**src/rtl/vga_pkg.sv**
```systemverilog
// Shared VGA constants: default 640x480@60 timing, pattern mode encodings, 3-bit colour table.
package vga_pkg;

    localparam int unsigned H_ACTIVE_DEF = 640;
    localparam int unsigned H_FP_DEF     = 16;
    localparam int unsigned H_SYNC_DEF   = 96;
    localparam int unsigned H_BP_DEF     = 48;
    localparam int unsigned V_ACTIVE_DEF = 480;
    localparam int unsigned V_FP_DEF     = 10;
    localparam int unsigned V_SYNC_DEF   = 2;
    localparam int unsigned V_BP_DEF     = 33;
    localparam int unsigned H_TOTAL_DEF  = H_ACTIVE_DEF + H_FP_DEF + H_SYNC_DEF + H_BP_DEF;
    localparam int unsigned V_TOTAL_DEF  = V_ACTIVE_DEF + V_FP_DEF + V_SYNC_DEF + V_BP_DEF;

    typedef enum logic [1:0] {
        MODE_BARS  = 2'd0,
        MODE_CHECK = 2'd1,
        MODE_GRAD  = 2'd2,
        MODE_SOLID = 2'd3
    } mode_e;

    // {R,G,B}; index order: white, yellow, cyan, green, magenta, red, blue, black
    localparam logic [7:0][2:0] COLOR_TABLE = {
        3'b000, 3'b001, 3'b100, 3'b101, 3'b010, 3'b011, 3'b110, 3'b111
    };

    function automatic int unsigned max_u(input int unsigned a, input int unsigned b);
        return (a > b) ? a : b;
    endfunction

endpackage

```
**src/rtl/vga_timing.sv**
```systemverilog
// Pixel tick generator, h/v position counters and raw (active-high) sync/active flags.
module vga_timing #(
    parameter int unsigned CLK_DIV  = 4,
    parameter int unsigned H_ACTIVE = 640,
    parameter int unsigned H_FP     = 16,
    parameter int unsigned H_SYNC   = 96,
    parameter int unsigned H_BP     = 48,
    parameter int unsigned V_ACTIVE = 480,
    parameter int unsigned V_FP     = 10,
    parameter int unsigned V_SYNC   = 2,
    parameter int unsigned V_BP     = 33,
    parameter int unsigned HW       = 10,
    parameter int unsigned VW       = 10
) (
    input  logic          clk_i,
    input  logic          rst_i,
    output logic          tick_o,
    output logic          h_last_o,
    output logic [HW-1:0] h_cnt_o,
    output logic [VW-1:0] v_cnt_o,
    output logic          hsync_o,
    output logic          vsync_o,
    output logic          active_o
);
    localparam int unsigned H_TOTAL = H_ACTIVE + H_FP + H_SYNC + H_BP;
    localparam int unsigned V_TOTAL = V_ACTIVE + V_FP + V_SYNC + V_BP;
    localparam int unsigned TW      = (CLK_DIV > 1) ? $clog2(CLK_DIV) : 1;

    localparam logic [TW-1:0] TICK_LAST = TW'(CLK_DIV - 1);
    localparam logic [HW-1:0] H_LAST    = HW'(H_TOTAL - 1);
    localparam logic [VW-1:0] V_LAST    = VW'(V_TOTAL - 1);
    localparam logic [HW-1:0] H_ACT     = HW'(H_ACTIVE);
    localparam logic [VW-1:0] V_ACT     = VW'(V_ACTIVE);
    localparam logic [HW-1:0] HS_FIRST  = HW'(H_ACTIVE + H_FP);
    localparam logic [HW-1:0] HS_LAST   = HW'(H_ACTIVE + H_FP + H_SYNC - 1);
    localparam logic [VW-1:0] VS_FIRST  = VW'(V_ACTIVE + V_FP);
    localparam logic [VW-1:0] VS_LAST   = VW'(V_ACTIVE + V_FP + V_SYNC - 1);

    logic [TW-1:0] tick_cnt_q, tick_cnt_d;
    logic [HW-1:0] h_cnt_q, h_cnt_d;
    logic [VW-1:0] v_cnt_q, v_cnt_d;

    assign tick_o   = (tick_cnt_q == TICK_LAST);
    assign h_last_o = (h_cnt_q == H_LAST);
    assign h_cnt_o  = h_cnt_q;
    assign v_cnt_o  = v_cnt_q;
    assign hsync_o  = (h_cnt_q >= HS_FIRST) && (h_cnt_q <= HS_LAST);
    assign vsync_o  = (v_cnt_q >= VS_FIRST) && (v_cnt_q <= VS_LAST);
    assign active_o = (h_cnt_q < H_ACT) && (v_cnt_q < V_ACT);

    always_comb begin
        tick_cnt_d = tick_o ? '0 : tick_cnt_q + 1'b1;
        h_cnt_d    = h_cnt_q;
        v_cnt_d    = v_cnt_q;
        if (tick_o) begin
            h_cnt_d = h_last_o ? '0 : h_cnt_q + 1'b1;
            if (h_last_o) begin
                v_cnt_d = (v_cnt_q == V_LAST) ? '0 : v_cnt_q + 1'b1;
            end
        end
    end

    always_ff @(posedge clk_i) begin
        if (rst_i) begin
            tick_cnt_q <= '0;
            h_cnt_q    <= '0;
            v_cnt_q    <= '0;
        end else begin
            tick_cnt_q <= tick_cnt_d;
            h_cnt_q    <= h_cnt_d;
            v_cnt_q    <= v_cnt_d;
        end
    end

endmodule

```
**src/rtl/vga_pattern_gen.sv**
```systemverilog
// VGA timing + four test patterns stepped by a button; one registered output stage on pixel tick.
// Optional VGA_BORDER_EN forces a white one-pixel frame around the active area.
module vga_pattern_gen
    import vga_pkg::*;
#(
    parameter int unsigned CLK_DIV    = 4,
    parameter int unsigned COLOR_W    = 4,
    parameter int unsigned H_ACTIVE   = H_ACTIVE_DEF,
    parameter int unsigned H_FP       = H_FP_DEF,
    parameter int unsigned H_SYNC     = H_SYNC_DEF,
    parameter int unsigned H_BP       = H_BP_DEF,
    parameter int unsigned V_ACTIVE   = V_ACTIVE_DEF,
    parameter int unsigned V_FP       = V_FP_DEF,
    parameter int unsigned V_SYNC     = V_SYNC_DEF,
    parameter int unsigned V_BP       = V_BP_DEF,
    parameter bit          SYNC_POL   = 1'b0,
    parameter int unsigned CHECK_LOG2 = 5,
    parameter int unsigned SOLID_HOLD = 60
) (
    input  logic               clk,
    input  logic               rst,
    input  logic               mode_step,
    output logic               Hsync,
    output logic               Vsync,
    output logic [COLOR_W-1:0] vgaRed,
    output logic [COLOR_W-1:0] vgaGreen,
    output logic [COLOR_W-1:0] vgaBlue,
    output logic               blanking,
    output logic               frame_start,
    output logic [1:0]         mode
);
    localparam int unsigned H_TOTAL = H_ACTIVE + H_FP + H_SYNC + H_BP;
    localparam int unsigned V_TOTAL = V_ACTIVE + V_FP + V_SYNC + V_BP;
    // Counters are widened so the gradient and checker bit selects always exist.
    localparam int unsigned HW = max_u(max_u($clog2(H_TOTAL), COLOR_W + 2), CHECK_LOG2 + 1);
    localparam int unsigned VW = max_u($clog2(V_TOTAL), CHECK_LOG2 + 1);
    localparam int unsigned BAR_W = H_ACTIVE / 8;
    localparam int unsigned BW = $clog2(BAR_W) + 1;
    localparam int unsigned SW = $clog2(SOLID_HOLD) + 1;

    logic          tick, h_last, hs_raw, vs_raw, active;
    logic [HW-1:0] h_cnt;
    logic [VW-1:0] v_cnt;

    vga_timing #(
        .CLK_DIV (CLK_DIV),
        .H_ACTIVE(H_ACTIVE),
        .H_FP    (H_FP),
        .H_SYNC  (H_SYNC),
        .H_BP    (H_BP),
        .V_ACTIVE(V_ACTIVE),
        .V_FP    (V_FP),
        .V_SYNC  (V_SYNC),
        .V_BP    (V_BP),
        .HW      (HW),
        .VW      (VW)
    ) u_timing (
        .clk_i   (clk),
        .rst_i   (rst),
        .tick_o  (tick),
        .h_last_o(h_last),
        .h_cnt_o (h_cnt),
        .v_cnt_o (v_cnt),
        .hsync_o (hs_raw),
        .vsync_o (vs_raw),
        .active_o(active)
    );

    mode_e              mode_q, mode_d;
    logic               pending_q, pending_d;
    logic               mode_step_q;
    logic [SW-1:0]      solid_cnt_q, solid_cnt_d;
    logic [2:0]         solid_idx_q, solid_idx_d;
    logic [BW-1:0]      bar_px_q, bar_px_d;
    logic [2:0]         bar_idx_q, bar_idx_d;
    logic               hsync_q, vsync_q, blank_q, frame_start_q;
    logic [COLOR_W-1:0] red_q, green_q, blue_q, red_d, green_d, blue_d;
    logic               step_edge, frame_tick, apply, on_border;
    logic [2:0]         bar_rgb, solid_rgb;

    assign step_edge  = mode_step & ~mode_step_q;
    assign frame_tick = tick && (h_cnt == '0) && (v_cnt == '0);
    assign apply      = frame_tick & pending_q;
    assign bar_rgb    = COLOR_TABLE[bar_idx_q];
    assign solid_rgb  = COLOR_TABLE[solid_idx_d];

`ifdef VGA_BORDER_EN
    assign on_border = (h_cnt == '0) || (h_cnt == HW'(H_ACTIVE - 1)) ||
                       (v_cnt == '0) || (v_cnt == VW'(V_ACTIVE - 1));
`else
    assign on_border = 1'b0;
`endif

    // Mode stepping, solid-colour sequencing and the bar position tracker.
    always_comb begin
        mode_d      = mode_q;
        pending_d   = pending_q | step_edge;
        solid_cnt_d = solid_cnt_q;
        solid_idx_d = solid_idx_q;
        bar_px_d    = bar_px_q;
        bar_idx_d   = bar_idx_q;
        if (apply) begin
            mode_d    = mode_e'(mode_q + 2'd1);
            pending_d = step_edge;
        end
        if (apply && (mode_d == MODE_SOLID)) begin
            solid_cnt_d = '0;
            solid_idx_d = '0;
        end else if (frame_tick && (mode_q == MODE_SOLID)) begin
            if (solid_cnt_q == SW'(SOLID_HOLD - 1)) begin
                solid_cnt_d = '0;
                solid_idx_d = solid_idx_q + 3'd1;
            end else begin
                solid_cnt_d = solid_cnt_q + 1'b1;
            end
        end
        if (tick) begin
            if (h_last) begin
                bar_px_d  = '0;
                bar_idx_d = '0;
            end else if (bar_px_q == BW'(BAR_W - 1)) begin
                bar_px_d = '0;
                if (bar_idx_q != 3'd7) bar_idx_d = bar_idx_q + 3'd1;
            end else begin
                bar_px_d = bar_px_q + 1'b1;
            end
        end
    end

    // Pattern uses mode_d so a newly applied mode covers its whole first frame.
    always_comb begin
        red_d   = '0;
        green_d = '0;
        blue_d  = '0;
        unique case (mode_d)
            MODE_BARS: begin
                red_d   = {COLOR_W{bar_rgb[2]}};
                green_d = {COLOR_W{bar_rgb[1]}};
                blue_d  = {COLOR_W{bar_rgb[0]}};
            end
            MODE_CHECK: begin
                if (h_cnt[CHECK_LOG2] ^ v_cnt[CHECK_LOG2]) begin
                    red_d   = '1;
                    green_d = '1;
                    blue_d  = '1;
                end
            end
            MODE_GRAD: begin
                red_d   = h_cnt[COLOR_W+1:2];
                green_d = h_cnt[COLOR_W+1:2];
                blue_d  = h_cnt[COLOR_W+1:2];
            end
            MODE_SOLID: begin
                red_d   = {COLOR_W{solid_rgb[2]}};
                green_d = {COLOR_W{solid_rgb[1]}};
                blue_d  = {COLOR_W{solid_rgb[0]}};
            end
            default: ;
        endcase
        if (on_border) begin
            red_d   = '1;
            green_d = '1;
            blue_d  = '1;
        end
        if (!active) begin
            red_d   = '0;
            green_d = '0;
            blue_d  = '0;
        end
    end

    always_ff @(posedge clk) begin
        if (rst) begin
            mode_q        <= MODE_BARS;
            pending_q     <= 1'b0;
            mode_step_q   <= 1'b0;
            solid_cnt_q   <= '0;
            solid_idx_q   <= '0;
            bar_px_q      <= '0;
            bar_idx_q     <= '0;
            hsync_q       <= ~SYNC_POL;
            vsync_q       <= ~SYNC_POL;
            blank_q       <= 1'b1;
            frame_start_q <= 1'b0;
            red_q         <= '0;
            green_q       <= '0;
            blue_q        <= '0;
        end else begin
            mode_q        <= mode_d;
            pending_q     <= pending_d;
            mode_step_q   <= mode_step;
            solid_cnt_q   <= solid_cnt_d;
            solid_idx_q   <= solid_idx_d;
            bar_px_q      <= bar_px_d;
            bar_idx_q     <= bar_idx_d;
            frame_start_q <= frame_tick;
            if (tick) begin
                hsync_q <= hs_raw ? SYNC_POL : ~SYNC_POL;
                vsync_q <= vs_raw ? SYNC_POL : ~SYNC_POL;
                blank_q <= ~active;
                red_q   <= red_d;
                green_q <= green_d;
                blue_q  <= blue_d;
            end
        end
    end

    assign Hsync       = hsync_q;
    assign Vsync       = vsync_q;
    assign blanking    = blank_q;
    assign frame_start = frame_start_q;
    assign vgaRed      = red_q;
    assign vgaGreen    = green_q;
    assign vgaBlue     = blue_q;
    assign mode        = mode_q;

endmodule

```
**config.mk**
```make
export PLATFORM = sky130hd
export DESIGN_NAME = vga_pattern_gen
export DESIGN_NICKNAME = d
export VERILOG_FILES = /design/src/rtl/vga_pkg.sv /design/src/rtl/vga_timing.sv /design/src/rtl/vga_pattern_gen.sv
export SDC_FILE = /design/constraint.sdc
export NUM_CORES = 1
export LEC_CHECK = 0
export BUFFER_PORTS_ARGS = -buffer_cell sky130_fd_sc_hd__buf_4
export CORE_MARGIN = 2
export CORE_UTILIZATION = 54
export DETAILED_ROUTE_END_ITERATION = 10
export GPL_ROUTABILITY_DRIVEN = 0
export PLACE_DENSITY_LB_ADDON = 0.3
export SLEW_MARGIN = 20
export SYNTH_ARGS = -nofsm -noshare
export SYNTH_HDL_FRONTEND = slang
export SYNTH_SLANG_ARGS = --single-unit
```
**constraint.sdc**
```tcl
create_clock -name clk -period 2 [get_ports clk]
set_clock_uncertainty 0.2 [all_clocks]
set_input_delay 0.2 -clock clk [delete_from_list [all_inputs] [get_ports clk]]
set_output_delay 0.2 -clock clk [all_outputs]
set_load 0.01 [all_outputs]
```
=== Word-level counts from Yosys, hierarchy flattened ===
Memories as Yosys holds them, arrays and structs flattened. A register that Yosys moved wholly into a read port is not among the register bits.
Cells that the tools add are included.
W data, S select, Z words.

* Register bits after elaboration: 63
* Memory bits (read-only): 48
* Input bits: 3
* Output and inout port bits: 18
* Memories: 2

{| class="wikitable"
|+ Memory list
! name !! depth !! width !! read ports !! clocked after Yosys merged registers in !! wr ports !! RTL line !! source
|-
| (name not given) || 8 || 3 || 1 || 0 || 0 || vga_pattern_gen.sv:85 || <nowiki>assign solid_rgb = COLOR_TABLE[solid_idx_d];</nowiki>
|-
| (name not given) || 8 || 3 || 1 || 1 || 0 || vga_pattern_gen.sv:84 || <nowiki>assign bar_rgb = COLOR_TABLE[bar_idx_q];</nowiki>
|}

* Add/subtract/negate cells: 8
* Order comparisons: 8
* Eq/ne operators: 10
* Mux-type cells: 26
* Bitwise logic cells: 6
* Reductions and logical operators: 16

{| class="wikitable"
|+ Operators by type and width
! cell !! number
|-
| $pmux W4 S4 || 3
|-
| $mux W3 || 10
|-
| $add A10 B1 Y10 const B || 2
|-
| $eq A10 B10 Y1 const B || 2
|-
| $logic_not A10 Y1 || 2
|-
| $mux W10 || 2
|-
| $mux W4 || 4
|-
| $mux W8 || 2
|-
| $ge A10 B10 Y1 const B || 1
|-
| $ge A10 B9 Y1 const B || 1
|-
| $le A10 B10 Y1 const B || 1
|-
| $le A10 B9 Y1 const B || 1
|-
| $lt A10 B10 Y1 const B || 1
|-
| $lt A10 B9 Y1 const B || 1
|-
| $add A8 B1 Y8 const B || 1
|-
| $eq A2 B2 Y1 const B || 4
|-
| $eq A8 B7 Y1 const B || 1
|-
| $lt A3 B4 Y1 const B || 2
|-
| $add A7 B1 Y7 const B || 1
|-
| $eq A7 B6 Y1 const B || 1
|-
| $logic_and A1 B1 Y1 || 7
|-
| $mux W7 || 1
|-
| $add A3 B1 Y3 const B || 2
|-
| $add A2 B1 Y2 const B || 2
|-
| other kinds (13) || 19
|}

=== Depth between registers and ports, before layout ===
Gate-level depths: netlist of the first run.

* Word-level depth: 12
* Mapped depth: 10

=== By module ===
Synthesis of the first run repeated with hierarchy kept, for this count alone.

* Cell total of the unflattened synthesis: 383
* Area, all modules: 3300.7 um^2

{| class="wikitable"
|+ By module, submodules not included
! module !! times used !! cells each !! area an instance (um^2)
|-
| vga_pattern_gen || 1 || 252 || 2133.3
|-
| vga_timing || 1 || 131 || 1167.4
|}

=== Worst setup path after synthesis of the first run ===
OpenSTA, ideal clock, no wires.

* Path kind: flip-flop to flip-flop
* From: register u_timing.h_cnt_q[0] (netlist: u_timing.h_cnt_o[0])
* To: register blue_q[0] (netlist: vgaBlue[0])
* Library setup time: 0.060 ns
* Data arrival time: 1.843 ns
* Setup slack: -0.102 ns
* Cell stages (with the launch flop): 10
* Clock period less this slack: 2.102 ns
* Cell sequence: dfxtp_1 inv_1 ha_1 nor2b_1 and4_4 and2_1 buf_6 a221oi_4 a21boi_2 a221o_1

* Word-level cells in the longest chain between the ends: 12
* Elaborated cells between the ends (all ways): 19
* Those cells by class: order compare (1); eq/ne (3); mux (6); bitwise (1); reduce/logical (7); memory (1)

{| class="wikitable"
|+ RTL lines
! item !! RTL line !! source
|-
| start: declaration || vga_timing.sv:40 || <nowiki>logic [HW-1:0] h_cnt_q, h_cnt_d;</nowiki>
|-
| start signal: assignment || vga_timing.sv:70 || <nowiki>h_cnt_q <= h_cnt_d;</nowiki>
|-
| $logic_not A10 Y1 || vga_pattern_gen.sv:82 || <nowiki>assign frame_tick = tick && (h_cnt == '0) && (v_cnt == '0);</nowiki>
|-
| $logic_and A1 B1 Y1 (2 in a row) || vga_pattern_gen.sv:82 ||
|-
| $and A1 B1 Y1 || vga_pattern_gen.sv:83 || <nowiki>assign apply = frame_tick & pending_q;</nowiki>
|-
| $mux W2 || vga_pattern_gen.sv:102 || <nowiki>if (apply) begin</nowiki>
|-
| $eq A2 B2 Y1 || vga_pattern_gen.sv:106, vga_pattern_gen.sv:135 ||
|-
| $logic_and A1 B1 Y1 || vga_pattern_gen.sv:106 || <nowiki>if (apply && (mode_d == MODE_SOLID)) begin</nowiki>
|-
| $mux W3 || vga_pattern_gen.sv:106 ||
|-
| $mem_v2 Z8 W3 || -- ||
|-
| $mux W3 (not written as such) || vga_pattern_gen.sv:85 ||
|-
| $pmux W4 S4 || vga_pattern_gen.sv:135 || <nowiki>unique case (mode_d)</nowiki>
|-
| $mux W4 (*) || vga_pattern_gen.sv:165 || <nowiki>if (!active) begin</nowiki>
|-
| end signal: assignment || vga_pattern_gen.sv:203 || <nowiki>blue_q <= blue_d;</nowiki>
|-
| end: declaration || vga_pattern_gen.sv:77 || <nowiki>logic [COLOR_W-1:0] red_q, green_q, blue_q, red_d, green_d, blue_d;</nowiki>
|}

Mark *: on every way between the ends. The rest lies on a longest branch, timed or not. The select of a mux whose other input is x is not followed.
A chain may end at the register's enable or synchronous reset.

=== Final worst setup path of the first run ===
* From: register u_timing.tick_cnt_q[0]
* To: register green_q[2] (netlist: vgaGreen[2])

* Word-level cells in the longest chain between the ends: 12
* Elaborated cells between the ends (all ways): 17
* Those cells by class: eq/ne (4); mux (6); bitwise (1); reduce/logical (5); memory (1)

{| class="wikitable"
|+ RTL lines
! item !! RTL line !! source
|-
| start: declaration || vga_timing.sv:39 || <nowiki>logic [TW-1:0] tick_cnt_q, tick_cnt_d;</nowiki>
|-
| start signal: assignment || vga_timing.sv:69 || <nowiki>tick_cnt_q <= tick_cnt_d;</nowiki>
|-
| $eq A2 B2 Y1 (*) || vga_timing.sv:43 || <nowiki>assign tick_o = (tick_cnt_q == TICK_LAST);</nowiki>
|-
| $logic_and A1 B1 Y1 (2 in a row) || vga_pattern_gen.sv:82 ||
|-
| $and A1 B1 Y1 || vga_pattern_gen.sv:83 ||
|-
| $mux W2 || vga_pattern_gen.sv:102 ||
|-
| $eq A2 B2 Y1 || vga_pattern_gen.sv:106, vga_pattern_gen.sv:135 ||
|-
| $logic_and A1 B1 Y1 || vga_pattern_gen.sv:106 ||
|-
| $mux W3 || vga_pattern_gen.sv:106 ||
|-
| $mem_v2 Z8 W3 || -- ||
|-
| $mux W3 (not written as such) || vga_pattern_gen.sv:85 ||
|-
| $pmux W4 S4 || vga_pattern_gen.sv:135 ||
|-
| $mux W4 || vga_pattern_gen.sv:165 ||
|-
| end signal: assignment || vga_pattern_gen.sv:202 || <nowiki>green_q <= green_d;</nowiki>
|-
| end: declaration || vga_pattern_gen.sv:77 ||
|}

Marks and branches as above.

==> summary.md, run 1 <==
| Metric | Value |
|---|---|
| Starting Density | `between 50% and 60%` |
| # rows | `28` |
| Final WS setup | `-0.262 ns` |
| Maxcap violations | `0` |
| Outcome | `complete, but fails checks` |
| Post-synth EDFFs | `0` |
| Tmin final | `approximately 2.3 ns` |
| Mapped Area | `3260 sq um` |
| First-pass GRT wire length | `~12 mm` |
| Vias in the first global route | `2699` |
| CTS buffer count | `9` |
| Layout filler cell count | `between 300 and 400` |
| Die X | `just over 80 microns` |
| Hold_ws | `between 0.1 and 0.15 ns` |
| CTS root buffer | `clkbuf_8` |
| Bufs on Longest Clock Path | `2` |
| Post-Place Setup Slack | `-0.151 ns` |
| Die ar. | `about 6700 sq um` |
| Crit Path Max Fanout | `6` |
| Fin. Hold Viols | `0` |
| Unrepaired setup endpoints after global routing | `true` |
| Static leakage | `1.83 nW` |
| Rel. slew slack | `between 70 and 80%` |
| Hold Path Class | `in -> reg` |
| YS warnings | `0` |
| Synthesized flop and latch total | `66` |
| Count of cell types in the netlist | `56` |
| # diodes | `0` |
| Nets | `456` |
| Slew at the pin closest to its max-slew limit | `about 0.40 ns` |
| TritonRoute pass-1 iters | `5` |
| Multi-input gate area | `around 2000 sq um` |
| Final wirelength | `~8.7 mm` |
| Vias | `around 3000` |
| Chip height | `about 82 microns` |
| Placeable Area | `slightly below 6000 sq um` |
| Initial antenna violation count | `0` |
| Setup crit end kind | `register` |
| Drt wl/cell | `~17 microns` |
| I/O pins | `21` |
| Setup TNS | `-3.51 ns` |
| Syn Area/Cell | `9.32 sq um` |
| Via-per-instance ratio | `5.81` |
| Post-route DRC violation count | `0` |
| Global-route usage over all layers | `between 20% and 30%` |
| Crit path launch type | `register` |
| Largest net degree at the start of global routing | `29` |
| Final Cell Area | `4430 sq um` |
| Synth Instances | `350` |
| Synthesis-to-finish area growth | `35.8%` |
| DR iter-0 viols | `roughly 190` |
| Kind of critical path | `reg -> reg` |
| Prevailing post-synth register cell | `dfxtp_1` |
| Seq/Total Area, Yosys | `approximately two fifths` |
| Layout cell share with drive strength beyond 1 | `39.6%` |
| Sinks on Clock Net | `66` |
| Setup violations, final | `23` |
| Async SR Flop Fraction | `0%` |
| Mapped Nets | `around 360` |
| H-tree levels | `3` |
| CTS tree | `done` |
| Post-DP Area | `3920 sq um` |
| Fmax | `442 MHz` |
| Failing checks | `negative setup slack` |
| Critical Path RT | `roughly 2.1 ns` |
| Pwr dens | `620 nW/um^2` |
| Gr ovfl total | `0` |
| Worst VDD drop | `roughly 470 uV` |
| Port buffer count | `20` |
| Worst path arrival time | `approximately 2.4 ns` |
| Clk slew on worst S/H paths | `0.08 ns` |
| FF/Latch Area | `~1300 sq um` |
| Latest clock arrival within the worst-skew pair | `~0.35 ns` |
| Post-DRT Antenna Nets | `0` |
| Fin crit share | `113%` |
| Final Max Slew Viols | `0` |
| Dpl hpwl | `5.66 mm` |
[metal layers]
metal | vias up | track usage [%] | wire length [microns]
met5 | - | 0 | 0
met4 | 0 | 9.33 | 233
met3 | 29 | 6.15 | 382
met2 | 85 | 43.3 | 4550
met1 | 1492 | 28.3 | 3540
li1 | 1426 | - | -
[state kept, by name, indices dropped and copies added (netlist names), 2 cells and up]
| register | count |
|---|---|
| vgaGreen | 4 |
| u_timing.h_cnt_o | 10 |
| bar_px_q | 8 |
| vgaBlue | 4 |
| mode | 2 |
| bar_rgb | 3 |
| u_timing.tick_cnt_q | 2 |
| solid_cnt_q | 7 |
| solid_idx_q | 3 |
| bar_idx_q | 3 |
| vgaRed | 4 |
| u_timing.v_cnt_o | 10 |
[layout by cell type, fill, tap and decap left out, types with 7 or more instances in the layout]
| master | Yosys | final |
|---|---|---|
| nand2b_1 | 7 | 7 |
| inv_1 | 9 | 7 |
| xnor2_1 | 14 | 11 |
| nor2_1 | 56 | 52 |
| dfxtp_1 | 66 | 54 |
| a221o_1 | 12 | 12 |
| and3_1 | 8 | 7 |
| dfxtp_2 | 0 | 12 |
| xor2_1 | 17 | 17 |
| clkbuf_8 | 0 | 10 |
| buf_4 | 1 | 87 |
| nand2_1 | 23 | 21 |
| a21oi_1 | 12 | 12 |
| nand4_1 | 12 | 12 |
| ha_1 | 11 | 7 |
[synth_stat cells, types with 3 or more instances]
cell	number	area (sq um)
a21boi_2	3	33.8
nand2b_1	7	43.8
and2_1	4	25.0
nand4b_1	5	43.8
a221oi_4	3	78.8
nor2b_1	9	56.3
and3_1	8	50.1
o21ai_0	7	35.0
xor2_1	17	149
a221o_1	12	120
a21oi_1	12	60.1
dfxtp_1	66	1320
nor4_4	3	63.8
xnor2_1	14	123
inv_1	9	33.8
nand3_1	10	50.1
mux2i_1	4	40.0
nor2_1	56	210
nor3_1	3	15.0
buf_6	3	33.8
ha_1	11	138
nand2_1	23	86.3
clkbuf_1	6	22.5
nand4_1	12	75.1
or2_2	5	31.3
[per-stage QoR]
stage | total power [mW] | utilization [%] | instances
after floorplan | 1.52 | - | 350
after global placement | 1.60 | 66.6 | 488
after detailed placement | 1.60 | 66.6 | 488
after CTS | 2.74 | 72.7 | 517
after global routing | 2.84 | 75.2 | 522
final | 2.75 | 75.2 | 522
[worst max-delay path, stage by stage, from the launching register on]
cell and delay, ns:
dfxtp_2 0.36, ha_4 0.13, nor4b_4 0.23, and4_4 0.34
and2_4 0.20, nand3b_1 0.22, buf_4 0.23, a21boi_4 0.17
a221o_1 0.14
[path summary, 6_finish.rpt]
check                           cells after the start                    from  slack [ns]           to
worst max-delay path                                8  u_timing.tick_cnt_q[0]       -0.26  vgaGreen[2]
worst min-delay path                                6                     rst        0.12        Hsync
worst max register to register                      8  u_timing.tick_cnt_q[0]       -0.26  vgaGreen[2]
worst min register to register                      1                   Hsync        0.29        Hsync
[cell families (layout without fill, tap and decap cells)]
| kind of cell | Yosys count | count (layout) | synth area share (%) |
|---|---|---|---|
| compound gates | 53 | 53 | 14.3 |
| xor+xnor | 31 | 31 | 8.32 |
| fa+ha+maj | 11 | 11 | 4.22 |
| buf+inv | 22 | 119 | 3.41 |
| flops | 66 | 66 | 40.5 |
| mux | 4 | 4 | 1.23 |
| simple gates | 163 | 163 | 28.0 |
[area by class of cell]
type                            count  area share, %
Clock inverter                      6           1.47
Tap cell                           75           2.12
Inverter                            9          0.763
Multi-Input combinational cell    262           45.5
Sequential cell                    66           30.2
Timing Repair Buffer               94           16.9
Clock buffer                       10           3.11
[power by group]
group          internal, mW  leakage, nW  switching, mW
clock                 0.611        0.103          0.532
combinational         0.119         1.19          0.113
sequential             1.35        0.539         0.0232
total                  2.08         1.83          0.669
[timing repair]
action | 4_1_cts | 5_1_grt
gates resized for setup | 12 | 26
pin swaps | 10 | 17
hold buffers | 1 | 0
endpoints found under the setup margin | 23 | 42
setup buffers | 12 | 6
endpoints found under the hold margin | 2 | 0
Note: power is estimated with default switching activity, not from simulation.
==> run 2: changes to the inputs <==
Settings changed: ABC_AREA from default to 1.
==> summary.md, run 2 <==
| Metric | Value |
|---|---|
| Rel. slew slack | `73.5% (+0.14 points)` |
| Multi-input gate area | `2020 sq um (+0.12%)` |
| Bufs on Longest Clock Path | `2 (unchanged)` |
| Prevailing post-synth register cell | `dfxtp_1` |
| Slew at the pin closest to its max-slew limit | `0.393 ns (-0.00574 ns)` |
| First-pass GRT wire length | `13.7 mm (+12%)` |
| CP endpoint | `vgaGreen[2]` |
| Commonest non-fill, non-tap cells in the layout | `nand2_1 (110), buf_4 (69), dfxtp_1 (59), nor2_1 (55), inv_1 (46)` |
| Latest clock arrival within the worst-skew pair | `0.35 ns (about the same)` |
| Area leader, netlist | `dfxtp_1` |
| Fin crit share | `107% (-6.3 points)` |
| # rows | `28 (unchanged)` |
| Largest net degree at the start of global routing | `21 (-28%)` |
| Clk slew on worst S/H paths | `0.07 ns (about the same)` |
| Worst VDD drop | `473 uV (+0.26%)` |
| Seq/Total Area, Yosys | `39.0% (-1.5 points)` |
| Worst path arrival time | `2.18 ns (-0.18 ns)` |
| Drt wl/cell | `13.6 microns (-18%)` |
| Failing checks | `negative setup slack` |
| Synthesized flop and latch total | `66 (unchanged)` |
| Critical Path RT | `2.05 ns (-0.05 ns)` |
| Setup violations, final | `14 (-39%)` |
| Post-DRT Antenna Nets | `0 (unchanged)` |
| Initial antenna violation count | `0 (unchanged)` |
| FF/Latch Area | `1330 sq um (-0.47%)` |
| Mapped Area | `3390 sq um (+3.8%)` |
| Hold Path Class | `reg -> reg` |
| Chip height | `83.2 microns (+1.8%)` |
| Gr ovfl total | `0 (unchanged)` |
| Reg2reg setup slack | `-0.14 ns (+0.13 ns)` |
| Post-route DRC violation count | `0 (unchanged)` |
| Crit Path Max Fanout | `6 (unchanged)` |
| CTS tree | `done` |
| Layout filler cell count | `428 (+9.7%)` |
| TritonRoute pass-1 iters | `4 (-1)` |
| # diodes | `0 (unchanged)` |
| Final Max Slew Viols | `0 (unchanged)` |
| YS warnings | `0 (unchanged)` |
| Port buffer count | `20 (unchanged)` |
| Fmax | `468 MHz (+5.9%)` |
| Design Power | `2.71 mW (-1.2%)` |
| Nets | `567 (+24%)` |
| Multiplexer share of the synthesized area | `0% (-1.2 points)` |
| CTS root buffer | `clkbuf_8` |
| Sinks on Clock Net | `66 (unchanged)` |
| Adder-cell area share of the yosys netlist | `4.07% (-0.15 points)` |
| Largest family of logic cells by synthesized area | `simple AND/OR/NAND/NOR gates` |
| Global-route usage over all layers | `24.2% (-0.27 points)` |
| Xor/xnor share of the synthesized area | `3.36% (-5.0 points)` |
| Maxcap violations | `0 (unchanged)` |
| Crit path launch type | `register` |
| Synth top area share | `39.0% (-1.5 points)` |
| Most common cell after layout, fill and taps aside | `nand2_1` |
| Final WS setup | `-0.136 ns (+0.126 ns)` |
| I/O pins | `21 (unchanged)` |
| Unrepaired setup endpoints after global routing | `true` |
| Tmin final | `2.14 ns (-0.126 ns)` |
| Vias | `3348 (+10%)` |
| Final Cell Area | `4440 sq um (+0.25%)` |
| R2R depth | `13 (+5)` |
| Top cells by count, synth | `nand2_1 (122), dfxtp_1 (66), nor2_1 (64), inv_1 (57), nand3_1 (24)` |
| Mapped Nets | `488 (+34%)` |
| CTS buffer count | `9 (unchanged)` |
| CP Launch Point | `u_timing.v_cnt_o[1]` |
| Async SR Flop Fraction | `0% (unchanged)` |
| Reg2reg end | `vgaGreen[2]` |
| Vias in the first global route | `3172 (+18%)` |
| Fin. Hold Viols | `0 (unchanged)` |
| Synth Instances | `474 (+35%)` |
| Kind of critical path | `reg -> reg` |
| Synth area leaders | `dfxtp_1 (39%), nand2_1 (14%), nor2_1 (7.1%), inv_1 (6.3%), ha_1 (4.1%)` |
| Count leader, synth | `nand2_1` |
| Compound-Gate Fraction of Synth Area | `6.28% (-8.1 points)` |
| DR iter-0 viols | `235 (+27%)` |
| Post-DP Area | `3860 sq um (-1.5%)` |
| Count of cell types in the netlist | `39 (-30%)` |
| Post-synth EDFFs | `0 (unchanged)` |
| H-tree levels | `3 (unchanged)` |
| FF-to-FF Start | `u_timing.v_cnt_o[1]` |
| Dpl hpwl | `5.75 mm (+1.6%)` |
| Synthesis-to-finish area growth | `31.1%` |
| Placeable Area | `5990 sq um (+1.8%)` |
| Pwr dens | `611 nW/um^2 (-1.4%)` |
| Post-Synth Simple-Gate Area | `39.4% (+11 points)` |
| Static leakage | `1.96 nW (+7.0%)` |
| Starting Density | `56.5% (+1.1 points)` |
| Syn Area/Cell | `7.14 sq um (-23%)` |
| Die X | `83.2 microns (+1.8%)` |
| Outcome | `complete, but fails checks` |
| Final wirelength | `8.62 mm (-1.0%)` |
| Via-per-instance ratio | `5.30 (-8.8%)` |
| Setup crit end kind | `register` |
| Layout cell share with drive strength beyond 1 | `31.2% (-8.4 points)` |
| Die ar. | `6920 sq um (+3.6%)` |
==> run 2: cell types whose count changed in the layout (fill, tap and decap cells not counted), sizes merged, moves of 10 or more <==
cell / before / now
a221o: 12 / 0
buf: 93 / 71
inv: 10 / 63
nand2: 24 / 130
nand3: 10 / 28
nor2: 56 / 75
nor3: 5 / 15
xnor2: 14 / 2
==> run 2: final cells by class <==
type                            instances  area share [%]
Multi-Input combinational cell        339            45.4
Sequential cell                        66            30.0
Timing Repair Buffer                   74            12.9
Inverter                               63            5.50
Clock buffer                           12            3.27
Tap cell                               75            2.11
Clock inverter                          3           0.902
==> run 2: worst max-delay path, stage by stage, from the launching register on <==
cell     delay [ns]
dfxtp_2        0.32
inv_2          0.08
ha_4           0.14
inv_2          0.04
nor2_4         0.14
nand4_1        0.20
nor2_4         0.21
nand3_2        0.12
nand2_4        0.16
nor2_1         0.08
a21oi_4        0.15
nand2_1        0.08
nand2_1        0.07
nand2_1        0.05
==> run 2: cells by family (layout without fill, tap and decap cells) <==
kind of cell               count (synthesis)  in the layout
and+or+nand+nor                          280            280
buffers and inverters                     69            152
DFF                                       66             66
AOI/OAI and AO/OA                         35             35
xor gates and xnor gates                  13             13
adders and majority gates                 11             11
==> run 2: what timing repair did <==
action | in CTS | in global routing
endpoints found under the hold margin | 10 | 0
setup endpoints to repair | 24 | 31
pin swaps | 21 | 23
hold buffers | 3 | 0
gates resized for setup | 29 | 44
buffers inserted | 8 | 8
==> run 2: power breakdown <==
part / leakage, nW / total [mW] / switching (mW) / internal, mW
registers: 0.537 / 1.37 / 0.0250 / 1.35
logic: 1.33 / 0.252 / 0.138 / 0.114
clock network: 0.0962 / 1.09 / 0.489 / 0.599
total: 1.96 / 2.71 / 0.652 / 2.06
==> run 2: metrics by stage <==
| stage | util (%) | hold slack [ns] | setup WS (ns) | setup TNS [ns] | instances |
|---|---|---|---|---|---|
| 2_1_floorplan | - | 0.126 | 0.0804 | 0 | 474 |
| 3_3_place_gp | 64.5 | 0.195 | -0.102 | -0.932 | 598 |
| 3_5_place_dp | 64.5 | 0.210 | -0.173 | -2.45 | 598 |
| 4_1_cts | 71.0 | 0.213 | -0.0108 | -0.0156 | 624 |
| 5_1_grt | 74.1 | 0.218 | -0.248 | -3.34 | 632 |
| 6_report | 74.1 | 0.208 | -0.136 | -1.25 | 632 |
==> run 2: layer usage <==
layer  global-route usage, %  vias up  share of wire (%)
met1                    28.6     1570                 42
met5                       0        -                  0
met4                    9.24        0                2.8
li1                        -     1680                  -
met2                    42.4       74                 51
met3                    5.67       24                4.1
==> run 2: how the worst min path moves through the flow <==
stage / cells after the start / slack [ns] / start / endpoint
finish: 1 / 0.21 / mode_step_q / pending_q
global route: 1 / 0.22 / mode_step_q / pending_q
CTS: 1 / 0.21 / mode_step_q / pending_q
detailed placement: 1 / 0.21 / mode_step_q / pending_q
global placement: 1 / 0.20 / mode_step_q / pending_q
floorplan: 2 / 0.13 / mode_step / mode_step_q
